==> src/rtl/inst_prefetch_queue.sv <==
// Instruction prefetch queue: owns the PC, fetches words ahead of the decoder into a
// small FIFO, and hands the head word out as an instruction or as a shiftable imm16.
module inst_prefetch_queue #(
  parameter int unsigned NSHIFT   = 2,
  parameter int unsigned REG_BITS = 8,
  parameter int unsigned QDEPTH   = 2
) (
  input  logic                                  clk,
  input  logic                                  reset,
  output logic                                  fetch_req,
  output logic [2*REG_BITS-1:0]                 fetch_addr,
  input  logic                                  fetch_ack,
  input  logic                                  fetch_data_valid,
  input  logic [2*REG_BITS-1:0]                 fetch_data,
  output logic                                  inst_valid,
  output logic [2*REG_BITS-1:0]                 inst,
  input  logic                                  inst_done,
  input  logic                                  load_imm16,
  output logic                                  imm16_loaded,
  output logic [2*REG_BITS-1:0]                 imm_full,
  output logic [NSHIFT-1:0]                     imm_data_in,
  input  logic                                  next_imm_data,
  input  logic                                  block_prefetch,
  input  logic                                  write_pc,
  input  logic                                  ext_pc_next,
  input  logic [$clog2(2*REG_BITS/NSHIFT)-1:0]  comp_counter,
  input  logic [NSHIFT-1:0]                     pc_data_out,
  output logic [NSHIFT-1:0]                     pc_data_in,
  output logic                                  prefetch_idle
);
  localparam int unsigned W      = 2 * REG_BITS;
  localparam int unsigned NCHUNK = W / NSHIFT;
  localparam int unsigned CW     = $clog2(NCHUNK);
  localparam int unsigned PW     = $clog2(QDEPTH);
  localparam int unsigned CNTW   = $clog2(QDEPTH + 1);

  logic [W-1:0]    pc;
  logic [W-1:0]    fetch_pc;
  logic [W-1:0]    pc_shadow;
  logic [W-1:0]    imm;
  logic [W-1:0]    mem [QDEPTH];
  logic [PW-1:0]   rd_ptr;
  logic [PW-1:0]   wr_ptr;
  logic [CNTW-1:0] count;
  logic            outstanding;
  logic            discard;
  logic            imm_valid;

  logic            flush_now;
  logic            not_empty;
  logic            fire;
  logic            resp;
  logic            push;
  logic            pop;
  logic            advance;
  logic            imm_capture;
  logic            capture;
  logic            pop_inst;
  logic            ext_step;
  logic [W-1:0]    shadow_next;
  logic [W-1:0]    new_pc;

  // Handshake, consume and flush decisions for this cycle
  always_comb begin
    flush_now     = write_pc && (comp_counter == CW'(NCHUNK - 1));
    not_empty     = (count != '0);
    fetch_req     = !reset && !block_prefetch && !outstanding &&
                    (count < CNTW'(QDEPTH)) && !flush_now;
    fire          = fetch_req && fetch_ack;
    resp          = fetch_data_valid && outstanding;
    push          = resp && !discard && !flush_now;
    imm_capture   = load_imm16 && !imm_valid;
    inst_valid    = not_empty && !imm_capture;
    capture       = imm_capture && not_empty;
    pop_inst      = inst_done && inst_valid;
    prefetch_idle = !outstanding && !fetch_req;
    ext_step      = ext_pc_next && prefetch_idle;
    pop           = capture || pop_inst || (ext_step && not_empty);
    advance       = capture || pop_inst || ext_step;
    shadow_next   = pc_shadow;
    if (write_pc) shadow_next[int'(comp_counter)*NSHIFT +: NSHIFT] = pc_data_out;
    new_pc        = {shadow_next[W-1:1], 1'b0};
  end

  assign fetch_addr   = fetch_pc;
  assign inst         = mem[rd_ptr];
  assign imm16_loaded = imm_valid;
  assign imm_full     = imm;
  assign imm_data_in  = imm[NSHIFT-1:0];
  assign pc_data_in   = pc[int'(comp_counter)*NSHIFT +: NSHIFT];

  always_ff @(posedge clk) begin
    if (push) mem[wr_ptr] <= fetch_data;
  end

  always_ff @(posedge clk) begin
    if (reset) begin
      pc          <= '0;
      fetch_pc    <= '0;
      pc_shadow   <= '0;
      imm         <= '0;
      rd_ptr      <= '0;
      wr_ptr      <= '0;
      count       <= '0;
      outstanding <= 1'b0;
      discard     <= 1'b0;
      imm_valid   <= 1'b0;
    end else begin
      pc_shadow <= shadow_next;

      if (fire)      outstanding <= 1'b1;
      else if (resp) outstanding <= 1'b0;

      if (capture)            imm <= inst;
      else if (next_imm_data) imm <= imm >> NSHIFT;

      if (flush_now) begin
        pc        <= new_pc;
        fetch_pc  <= new_pc;
        rd_ptr    <= '0;
        wr_ptr    <= '0;
        count     <= '0;
        imm_valid <= 1'b0;
        // A response still in flight belongs to the old stream and must be dropped
        discard   <= (outstanding && !fetch_data_valid) || fire;
      end else begin
        if (advance) pc <= pc + W'(2);
        if (fire)    fetch_pc <= fetch_pc + W'(2);
        if (push)    wr_ptr <= wr_ptr + PW'(1);
        if (pop)     rd_ptr <= rd_ptr + PW'(1);
        case ({push, pop})
          2'b10:   count <= count + CNTW'(1);
          2'b01:   count <= count - CNTW'(1);
          default: count <= count;
        endcase
        if (capture)        imm_valid <= 1'b1;
        else if (inst_done) imm_valid <= 1'b0;
        if (resp) discard <= 1'b0;
      end
    end
  end
endmodule

==> config.mk <==
export PLATFORM = sky130hd
export DESIGN_NAME = inst_prefetch_queue
export DESIGN_NICKNAME = d
export VERILOG_FILES = /design/src/rtl/inst_prefetch_queue.sv
export SDC_FILE = /design/constraint.sdc
export NUM_CORES = 1
export LEC_CHECK = 0
export ABC_CLOCK_PERIOD_IN_PS = 2300
export CAP_MARGIN = 20
export CORE_MARGIN = 2
export CORE_UTILIZATION = 49
export CTS_BUF_LIST = sky130_fd_sc_hd__clkbuf_8
export DETAILED_ROUTE_END_ITERATION = 16
export PLACE_DENSITY = 0.79
export SYNTH_ARGS = -nofsm -noshare
export SYNTH_HDL_FRONTEND = slang
export SYNTH_SLANG_ARGS = --single-unit
==> constraint.sdc <==
create_clock -name clk -period 2.3 [get_ports clk]
set_input_delay 0.345 -clock clk [delete_from_list [all_inputs] [get_ports clk]]
set_output_delay 0.345 -clock clk [all_outputs]
set_load 0.03 [all_outputs]
==> run metrics, run 1 <==
initial antenna violation count 0; commonest non-fill, non-tap cell in the layout dfxtp_1; fin nets 577; Worst Setup SP load_imm16; GR Util All Layers 22.4%; unrepaired setup endpoints after global routing no; Tmin final between 2000 and 2500 ps; Distinct cells, synth 58; post-synthesis compound-gate area fraction 13.4%; Post-synth EDFFs 32; worst r2r path cells 8; slowest stage delay, CP 680 ps; Final period util 94.6%; post-synthesis simple-gate area fraction 14.6%; Yosys warnings 0; worst setup path class input pin to primary output; Initial Util 50.9%; Required @ worst endpoint 1960 ps; clk root buf clkbuf_8; CP Max Fanout 2; worst r2r dst count[1]; clock buffer depth 2; clock share of power around a third; Max transition margin 60.7%; Hold Crit Class input pin to flip-flop; initial drt markers 167; cells along the critical path clkdlybuf4s50_1 > nor2b_1 > buf_4 > nor2_1 > clkdlybuf4s50_1; H-tree levels 3; Fin. Hold Viols 0; DR WL/cell 17.0 um; status complete, no violations; Reg2Reg Setup Slack 470 ps; DRT Pass-1 Iters 4; Std-Cell Core Area around 9300 um2; R2R Path Start outstanding; nature of the critical path startpoint input pin; WP depth 5; DRC Markers 0; CTS buffer count 9; first-pass GRT wire length 18,000 um; growth of design area from synthesis to finish 29.7%; die area 10,400 um2; Clk Latency, worst-skew pair approximately 370 ps; main area contributors after synthesis dfxtp_1 (29%), edfxtp_1 (20%), mux2i_1 (6.6%); Num Clock Sinks 101; I/O Pins 87; Antenna diodes 0; detailed placer's ending HPWL 8280 um; final setup violation count 0; Final Wtd Congestion ~0.80; Slew @ Worst Pin 588 ps; Main synth FF type dfxtp_1; leading area contributor after synthesis dfxtp_1; share of cells above drive strength 1 17.8%; Seq pwr share 54.7%; worst ir drop on vdd between 0.5 and 0.6 mV; family with the most delay on the worst path buffers and inverters; clk slew on worst S/H paths 100 ps; buffer and inverter count on the worst path 3; hold buffers post-CTS 0; DIE HEIGHT 102 um; worst-path cell with the longest stage delay clkdlybuf4s50_1; Cell Pwr Density around 570 nW/um2; Most Frequent Cell on Critical Path clkdlybuf4s50_1; largest net degree at the start of global routing 47; Synth Instances 437; die width between 100 and 150 um; switching power between 0.9 and 1 mW; Setup TNS 0 ps; Vias per Instance 5.47; CTS tree done; skew final 16.0 ps; #FFs+latches synth around 100; Synth Net Count 474; Final Core Density about two thirds; GRT overflow 0; adder-cell share of the synthesized area 1.59%; commonest non-fill, non-tap cells in the layout dfxtp_1 (68), clkdlybuf4s50_1 (62), nor2_1 (53); drt total wl 11,500 um; sequential area share after synthesis 49.6%; Antenna Nets Post-Route 0; port buffer count 85; max_cap viols 0; ys async rst share 0%; number of global-route vias before repair between 3k and 4k; Internal Dissipation 2.53 mW; FMAX around 460 MHz; Arr. time, crit path around 1800 ps; Slew Viols, Final 0; Yosys top cell area share 29.2%; Worst Setup EP inst_valid; synthesized cell area between 4000 and 5000 um2; Crit. End Element primary output; syn_area_per_cell approximately 11 um2; via count around 3.7k; post-synthesis mux area share 12.0%; static leakage 2.34 nW; FP Rows 35; Sw Share 27.9%; main combinational cell family by area after synthesis simple AND/OR/NAND/NOR gates; xor and xnor area share after synthesis around 4.3%; Logic pwr share 13.7%
## power groups by stage
stage	logic, mW	clock network, mW	registers, mW
floorplan	0.240	0	1.99
global placement	0.457	0	1.96
detailed placement	0.470	0	1.96
CTS	0.474	1.14	1.92
global route	0.514	1.20	1.93
finish	0.481	1.11	1.92
## worst min-delay path by stage
stage | start | to | depth (start not counted)
4_1_cts | reset | fetch_addr[1] | 2
5_1_grt | reset | pc[1] | 2
2_1_floorplan | fetch_data[0] | mem[0][0] | 0
3_5_place_dp | discard | discard | 2
3_3_place_gp | discard | discard | 2
6_report | reset | fetch_addr[1] | 2
## layer usage
metal / GRT usage (%) / share of wire (%) / wire [um] / up-vias
met5: 0 / 0 / 0 / -
met4: 7.79 / 0.94 / 108 / 0
met3: 3.69 / 4.2 / 477 / 8
met2: 38.7 / 51 / 5880 / 94
met1: 28.5 / 44 / 5010 / 1804
li1: - / - / - / 1782
## final cells by class
| type | instances | area, um2 |
|---|---|---|
| fill | 722 | 3150 |
| sequential | 101 | 2340 |
| timing repair buffer | 119 | 1170 |
| clock inverter | 7 | 75.1 |
| clock buffer | 9 | 124 |
| multi-input combinational | 297 | 2210 |
| inverter | 12 | 45.0 |
| tap | 129 | 161 |
## sequential cells by signal (all words and copies together) (netlist names), named ones only
name	count
discard	1
rd_ptr	1
outstanding	1
count	2
mem	32
wr_ptr	1
imm_full	16
imm16_loaded	1
pc_shadow	15
fetch_addr	15
pc	15
## worst reg2reg max path, cell delays in order, from the launching register on
cell and delay (ps):
dfxtp_1 510, nand2_1 80, nor3_1 150, buf_4 150
inv_1 50, ha_1 200, xnor2_1 150, or3_1 330
a21oi_1 150
## Yosys cell counts, drive strengths merged (4+ instances only)
| cell type | number |
|---|---|
| nor2 | 54 |
| ha | 6 |
| a211oi | 18 |
| nor3 | 7 |
| a21boi | 4 |
| o21ai | 4 |
| and3 | 7 |
| clkbuf | 15 |
| dfxtp | 69 |
| a21oi | 31 |
| mux2 | 17 |
| nand3b | 4 |
| nand2b | 6 |
| nand4 | 9 |
| mux2i | 31 |
| nand2 | 15 |
| buf | 11 |
| edfxtp | 32 |
| xnor2 | 20 |
| nand3 | 7 |
| nor4 | 4 |
| a21o | 11 |
| inv | 12 |
| and2 | 7 |
## cells by family after synthesis
group	after synthesis
and+or+nand+nor	130
buffers and inverters	39
muxes	51
other	1
AOI/OAI and AO/OA	86
xor gates and xnor gates	23
adders and majority gates	6
DFF	101
## repair_timing
action                     CTS  global route
pin swaps                    0             2
buffers inserted             0             1
gates resized for setup     10            20
setup endpoints to repair    8            42
## per-stage QoR
stage	cell area, um2	total power [mW]	cells	hold slack [ps]	worst slack [ps]
2_1_floorplan	4730	2.23	437	444	81.6
3_3_place_gp	5830	2.42	656	462	-321
3_5_place_dp	5850	2.43	657	475	-357
4_1_cts	6050	3.53	673	270	2.44
5_1_grt	6130	3.64	674	298	65.7
6_report	6130	3.51	674	299	124
No activity file was read; power rests on OpenSTA's default activity.
==> run 2: changes to the inputs <==
==> config.mk (replaced) <==
export PLATFORM = sky130hd
export DESIGN_NAME = inst_prefetch_queue
export DESIGN_NICKNAME = d
export VERILOG_FILES = /design/src/rtl/inst_prefetch_queue.sv
export SDC_FILE = /design/constraint.sdc
export NUM_CORES = 1
export LEC_CHECK = 0
export ABC_CLOCK_PERIOD_IN_PS = 2700
export CORE_MARGIN = 2
export CORE_UTILIZATION = 58
export CTS_BUF_LIST = sky130_fd_sc_hd__clkbuf_8
export DETAILED_ROUTE_END_ITERATION = 16
export PLACE_DENSITY = 0.87
export SYNTH_ARGS = -nofsm -noshare
export SYNTH_HDL_FRONTEND = slang
export SYNTH_SLANG_ARGS = --single-unit
==> constraint.sdc (replaced) <==
create_clock -name clk -period 2.7 [get_ports clk]
set_input_delay 0.405 -clock clk [delete_from_list [all_inputs] [get_ports clk]]
set_output_delay 0.405 -clock clk [all_outputs]
set_load 0.03 [all_outputs]
==> run metrics, run 2 (synthesized netlist as in run 1, its figures left out) <==
die width 94.3 um; Final period util approximately 95%; DRC Markers 0; FP Rows 32; Cell Pwr Density approximately 530 nW/um2; detailed placer's ending HPWL 8170 um; share of cells above drive strength 1 14.9%; static leakage 2.17 nW; GR Util All Layers about 27%; Logic pwr share around an eighth; area post-placement about 5700 um2; Crit. End Element primary output; initial antenna violation count 0; Required @ worst endpoint about 2300 ps; GRT overflow 0; Slew Viols, Final 0; commonest non-fill, non-tap cell in the layout clkdlybuf4s50_1; hold buffers post-CTS 0; Num Clock Sinks 101; Vias per Instance 5.94; Reg2Reg Setup Slack 710 ps; Slew @ Worst Pin between 1000 and 1500 ps; most flop-heavy register mem; Std-Cell Core Area 7810 um2; Hold Slack 502 ps; DRT Pass-1 Iters 5; Antenna Nets Post-Route 0; DIE HEIGHT between 90 and 100 um; H-tree levels 3; worst setup path class input pin to primary output; die area 8880 um2; final instance area between 5000 and 6000 um2; initial drt markers 256; final setup violation count 0; max_cap viols 0; skew final 10.2 ps; Initial Util around three fifths; Hold Crit Class flip-flop to flip-flop; number of global-route vias before repair 3,674; Sw Share between 20% and 30%; max reg flops 32; FMAX ~400 MHz; Internal Dissipation approximately 2.4 mW; Final Wtd Congestion 0.905; Fin. Hold Viols 0; port buffer count 85; largest net degree at the start of global routing 36; DR WL/cell roughly 18 um; switching power 0.788 mW; clk slew on worst S/H paths 90 ps; I/O Pins 87; Max transition margin 16.8%; clock buffer depth 2; pre-CTS setup slack -103 ps; first-pass GRT wire length 18,700 um; Antenna diodes 0; drt total wl 11,700 um; clk root buf clkbuf_8; nature of the critical path startpoint input pin; Seq pwr share 51.3%; CTS tree done; Setup TNS 0 ps; final worst slack 134 ps; Tmin final 2570 ps; via count 3,792; clock share of power 36.1%; growth of design area from synthesis to finish 26.7%; CTS buffer count 9; unrepaired setup endpoints after global routing no; post-CTS setup buffers 0; worst ir drop on vdd 0.294 mV; Clk Latency, worst-skew pair roughly 370 ps; Arr. time, crit path 2160 ps; commonest non-fill, non-tap cells in the layout clkdlybuf4s50_1 (81), dfxtp_1 (69), nor2_1 (54); fin nets 568; status complete, no violations; CP Max Fanout 4; Pwr Total between 3 and 4 mW
run 2: area by class of cell:
type / instances / area (um2)
Clock buffer: 9 / 124
Timing Repair Buffer: 110 / 1050
Multi-Input combinational cell: 297 / 2170
Tap cell: 102 / 128
Sequential cell: 101 / 2340
Clock inverter: 7 / 120
Fill cell: 501 / 1820
Inverter: 12 / 45.0
run 2: layer usage:
layer  vias to the layer above  wire length, um  global-route usage, %  part of all wire [%]
met5                         -                0                      0                     0
met4                         0              113                   5.80                  0.97
met3                        14              749                   5.06                   6.4
met2                       170             5780                   46.1                    49
met1                      1840             5050                   37.3                    43
li1                       1768                -                      -                     -
run 2: power groups by stage:
stage / combinational (mW) / clock [mW] / sequential (mW)
2_1_floorplan: 0.205 / 0 / 1.69
3_3_place_gp: 0.384 / 0 / 1.67
3_5_place_dp: 0.395 / 0 / 1.67
4_1_cts: 0.399 / 1.15 / 1.64
5_1_grt: 0.425 / 1.22 / 1.64
6_report: 0.401 / 1.15 / 1.64
run 2: what timing repair did:
action,4_1_cts,5_1_grt
gates resized for setup,2,0
endpoints found under the hold margin,0,0
endpoints found under the setup margin,2,0
run 2: final timing paths:
kind              cells past startpoint            start       endpoint
hold reg to reg                       2    pc_shadow[12]  pc_shadow[12]
setup reg to reg                      3         count[1]    imm_full[5]
setup / recovery                      5  comp_counter[1]      fetch_req
hold / removal                        2    pc_shadow[12]  pc_shadow[12]
run 2: stage by stage:
step                      instances  util, %
after global routing            638     76.7
after CTS                       638     76.7
after floorplan                 437        -
after global placement          622     73.6
after detailed placement        622     73.6
final                           638     76.7
run 2: worst max-delay path, cell delays in order:
cell and delay [ps]:
clkdlybuf4s50_1 530, ha_1 270, nand3_1 170, and2_1 190, clkdlybuf4s50_1 590
==> run 3: changes to the inputs <==
==> config.mk (replaced) <==
export PLATFORM = sky130hd
export DESIGN_NAME = inst_prefetch_queue
export DESIGN_NICKNAME = d
export VERILOG_FILES = /design/src/rtl/inst_prefetch_queue.sv
export SDC_FILE = /design/constraint.sdc
export NUM_CORES = 1
export LEC_CHECK = 0
export ABC_CLOCK_PERIOD_IN_PS = 2600
export CORE_MARGIN = 2
export CORE_UTILIZATION = 54
export CTS_BUF_LIST = sky130_fd_sc_hd__clkbuf_8
export DETAILED_ROUTE_END_ITERATION = 16
export PLACE_DENSITY = 0.82
export SYNTH_ARGS = -nofsm -noshare
export SYNTH_HDL_FRONTEND = slang
export SYNTH_SLANG_ARGS = --single-unit
==> constraint.sdc (replaced) <==
create_clock -name clk -period 2.6 [get_ports clk]
set_input_delay 0.39 -clock clk [delete_from_list [all_inputs] [get_ports clk]]
set_output_delay 0.39 -clock clk [all_outputs]
set_load 0.03 [all_outputs]
==> run metrics, run 3 (synthesized netlist as in run 1, its figures left out) <==
drt total wl 10,700 um; first-pass GRT wire length 17,900 um; die area 9510 um2; static leakage 2.16 nW; final setup violation count 0; placed insts roughly 630; clk root buf clkbuf_8; nature of the critical path startpoint input pin; Antenna Nets Post-Route 0; buffer and inverter count on the worst path 3; I/O Pins slightly below 90; commonest non-fill, non-tap cells in the layout clkdlybuf4s50_1 (80), dfxtp_1 (69), nor2_1 (54); Required @ worst endpoint about 2200 ps; Finished Layout Cells 645; Final period util a little over nine tenths; clk slew on worst S/H paths 90 ps; fin nets between 500 and 600; Internal Dissipation about 2.3 mW; largest net degree at the start of global routing 47; clock buffer depth 2; clock share of power 32.2%; Cell Pwr Density 522 nW/um2; Max transition margin 23.3%; Antenna diodes 0; number of global-route vias before repair roughly 3.6k; die width 97.5 um; Final Wtd Congestion 0.864; GRT overflow 0; Crit. End Element primary output; via count 3,636; initial antenna violation count 0; skew final 16.0 ps; commonest non-fill, non-tap cell in the layout clkdlybuf4s50_1; Final Core Density 69.3%; most flop-heavy register mem; Vias per Instance around 5.6; Arr. time, crit path 2110 ps; hold buffers post-CTS 0; Initial Util 55.0%; switching power 0.811 mW; Tmin final 2500 ps; Sw Share 26.0%; detailed placer's ending HPWL 7700 um; growth of design area from synthesis to finish 26.1%; share of cells above drive strength 1 approximately 15%; cells along the critical path clkdlybuf4s50_1 > buf_4 > mux4_2 > nor2_1 > a31oi_1 > dlygate4sd2_1; max reg flops 32; H-tree levels 3; status complete, no violations; FMAX 400 MHz; Clk Latency, worst-skew pair 370 ps; GR Util All Layers 23.3%; Std-Cell Core Area 8590 um2; Slew Viols, Final 0; post-CTS setup buffers 0; CTS tree done; DIE HEIGHT just under 100 um; Fin. Hold Viols 0; CP Max Fanout 4; family with the most delay on the worst path buffers and inverters; max_cap viols 0; slowest stage delay, CP 560 ps; DRC Markers 0; DRT Pass-1 Iters 4; worst setup path class input pin to primary output; Slew @ Worst Pin 1150 ps; CTS buffer count 9; Hold Crit Class input pin to flip-flop; worst-path cell with the longest stage delay clkdlybuf4s50_1; Num Clock Sinks 101; initial drt markers 220; DR WL/cell ~17 um; Logic pwr share approximately an eighth; FP Rows 34; unrepaired setup endpoints after global routing no; worst ir drop on vdd ~0.30 mV; port buffer count 85; Seq pwr share 54.6%
==> run 3: cell types whose count changed in the layout (fill, tap and decap cells not counted), sizes merged <==
cell / before / now
buf: 27 / 28
bufinv: 3 / 1
clkdlybuf4s50: 81 / 80
clkinv: 2 / 3
clkinvlp: 0 / 1
dlymetal6s2s: 0 / 1
==> run 3: layout make-up <==
cell class / instances / area [um2]
timing repair buffer: 111 / 1060
sequential: 101 / 2340
inverter: 12 / 45.0
clock inverter: 7 / 72.6
clock buffer: 9 / 124
fill: 636 / 2640
multi-input combinational: 297 / 2170
tap: 108 / 135
==> run 3: worst reg2reg max path, stage by stage (launching register included) <==
cell,delay (ps)
dfxtp_1,540
o22ai_1,180
buf_4,210
a211oi_4,390
buf_4,200
xnor2_1,110
a21oi_1,80
==> run 3: final timing paths <==
path              startpoint             to  slack, ps  cells after the start
max reg2reg         count[1]          pc[7]        790                      6
min                    reset  fetch_addr[1]        330                      2
min reg2reg          discard        discard        480                      2
max          comp_counter[0]  pc_data_in[0]        100                      6
==> run 3: power by group through the flow <==
stage	combinational (mW)	sequential, mW	clock (mW)
after floorplan	0.213	1.76	0
final	0.410	1.70	1.00
after global routing	0.439	1.70	1.08
after detailed placement	0.409	1.73	0
after CTS	0.410	1.70	1.02
after global placement	0.399	1.73	0
==> run 3: metal layers <==
layer	GRT usage [%]	part of all wire, %	vias up
met5	0	0	-
met4	7.05	1.3	0
met3	4.32	4.1	11
met2	36.8	47	102
met1	32.7	47	1746
li1	-	-	1777
==> run 3: what timing repair did <==
action,4_1_cts,5_1_grt
endpoints found under the setup margin,2,1
pin swaps,0,0
resized for setup,2,1
==> run 3: metrics by stage <==
step / setup TNS, ps / hold WS (ps) / cell area (um2) / setup WS (ps) / total power, mW
after floorplan: 0 / 452 / 4720 / 161 / 1.97
after global placement: -277 / 462 / 5760 / -101 / 2.13
after detailed placement: -1870 / 466 / 5760 / -137 / 2.14
after CTS: 0 / 323 / 5950 / 24.2 / 3.12
after global routing: 0 / 339 / 5960 / 34.0 / 3.23
final: 0 / 334 / 5960 / 101 / 3.11
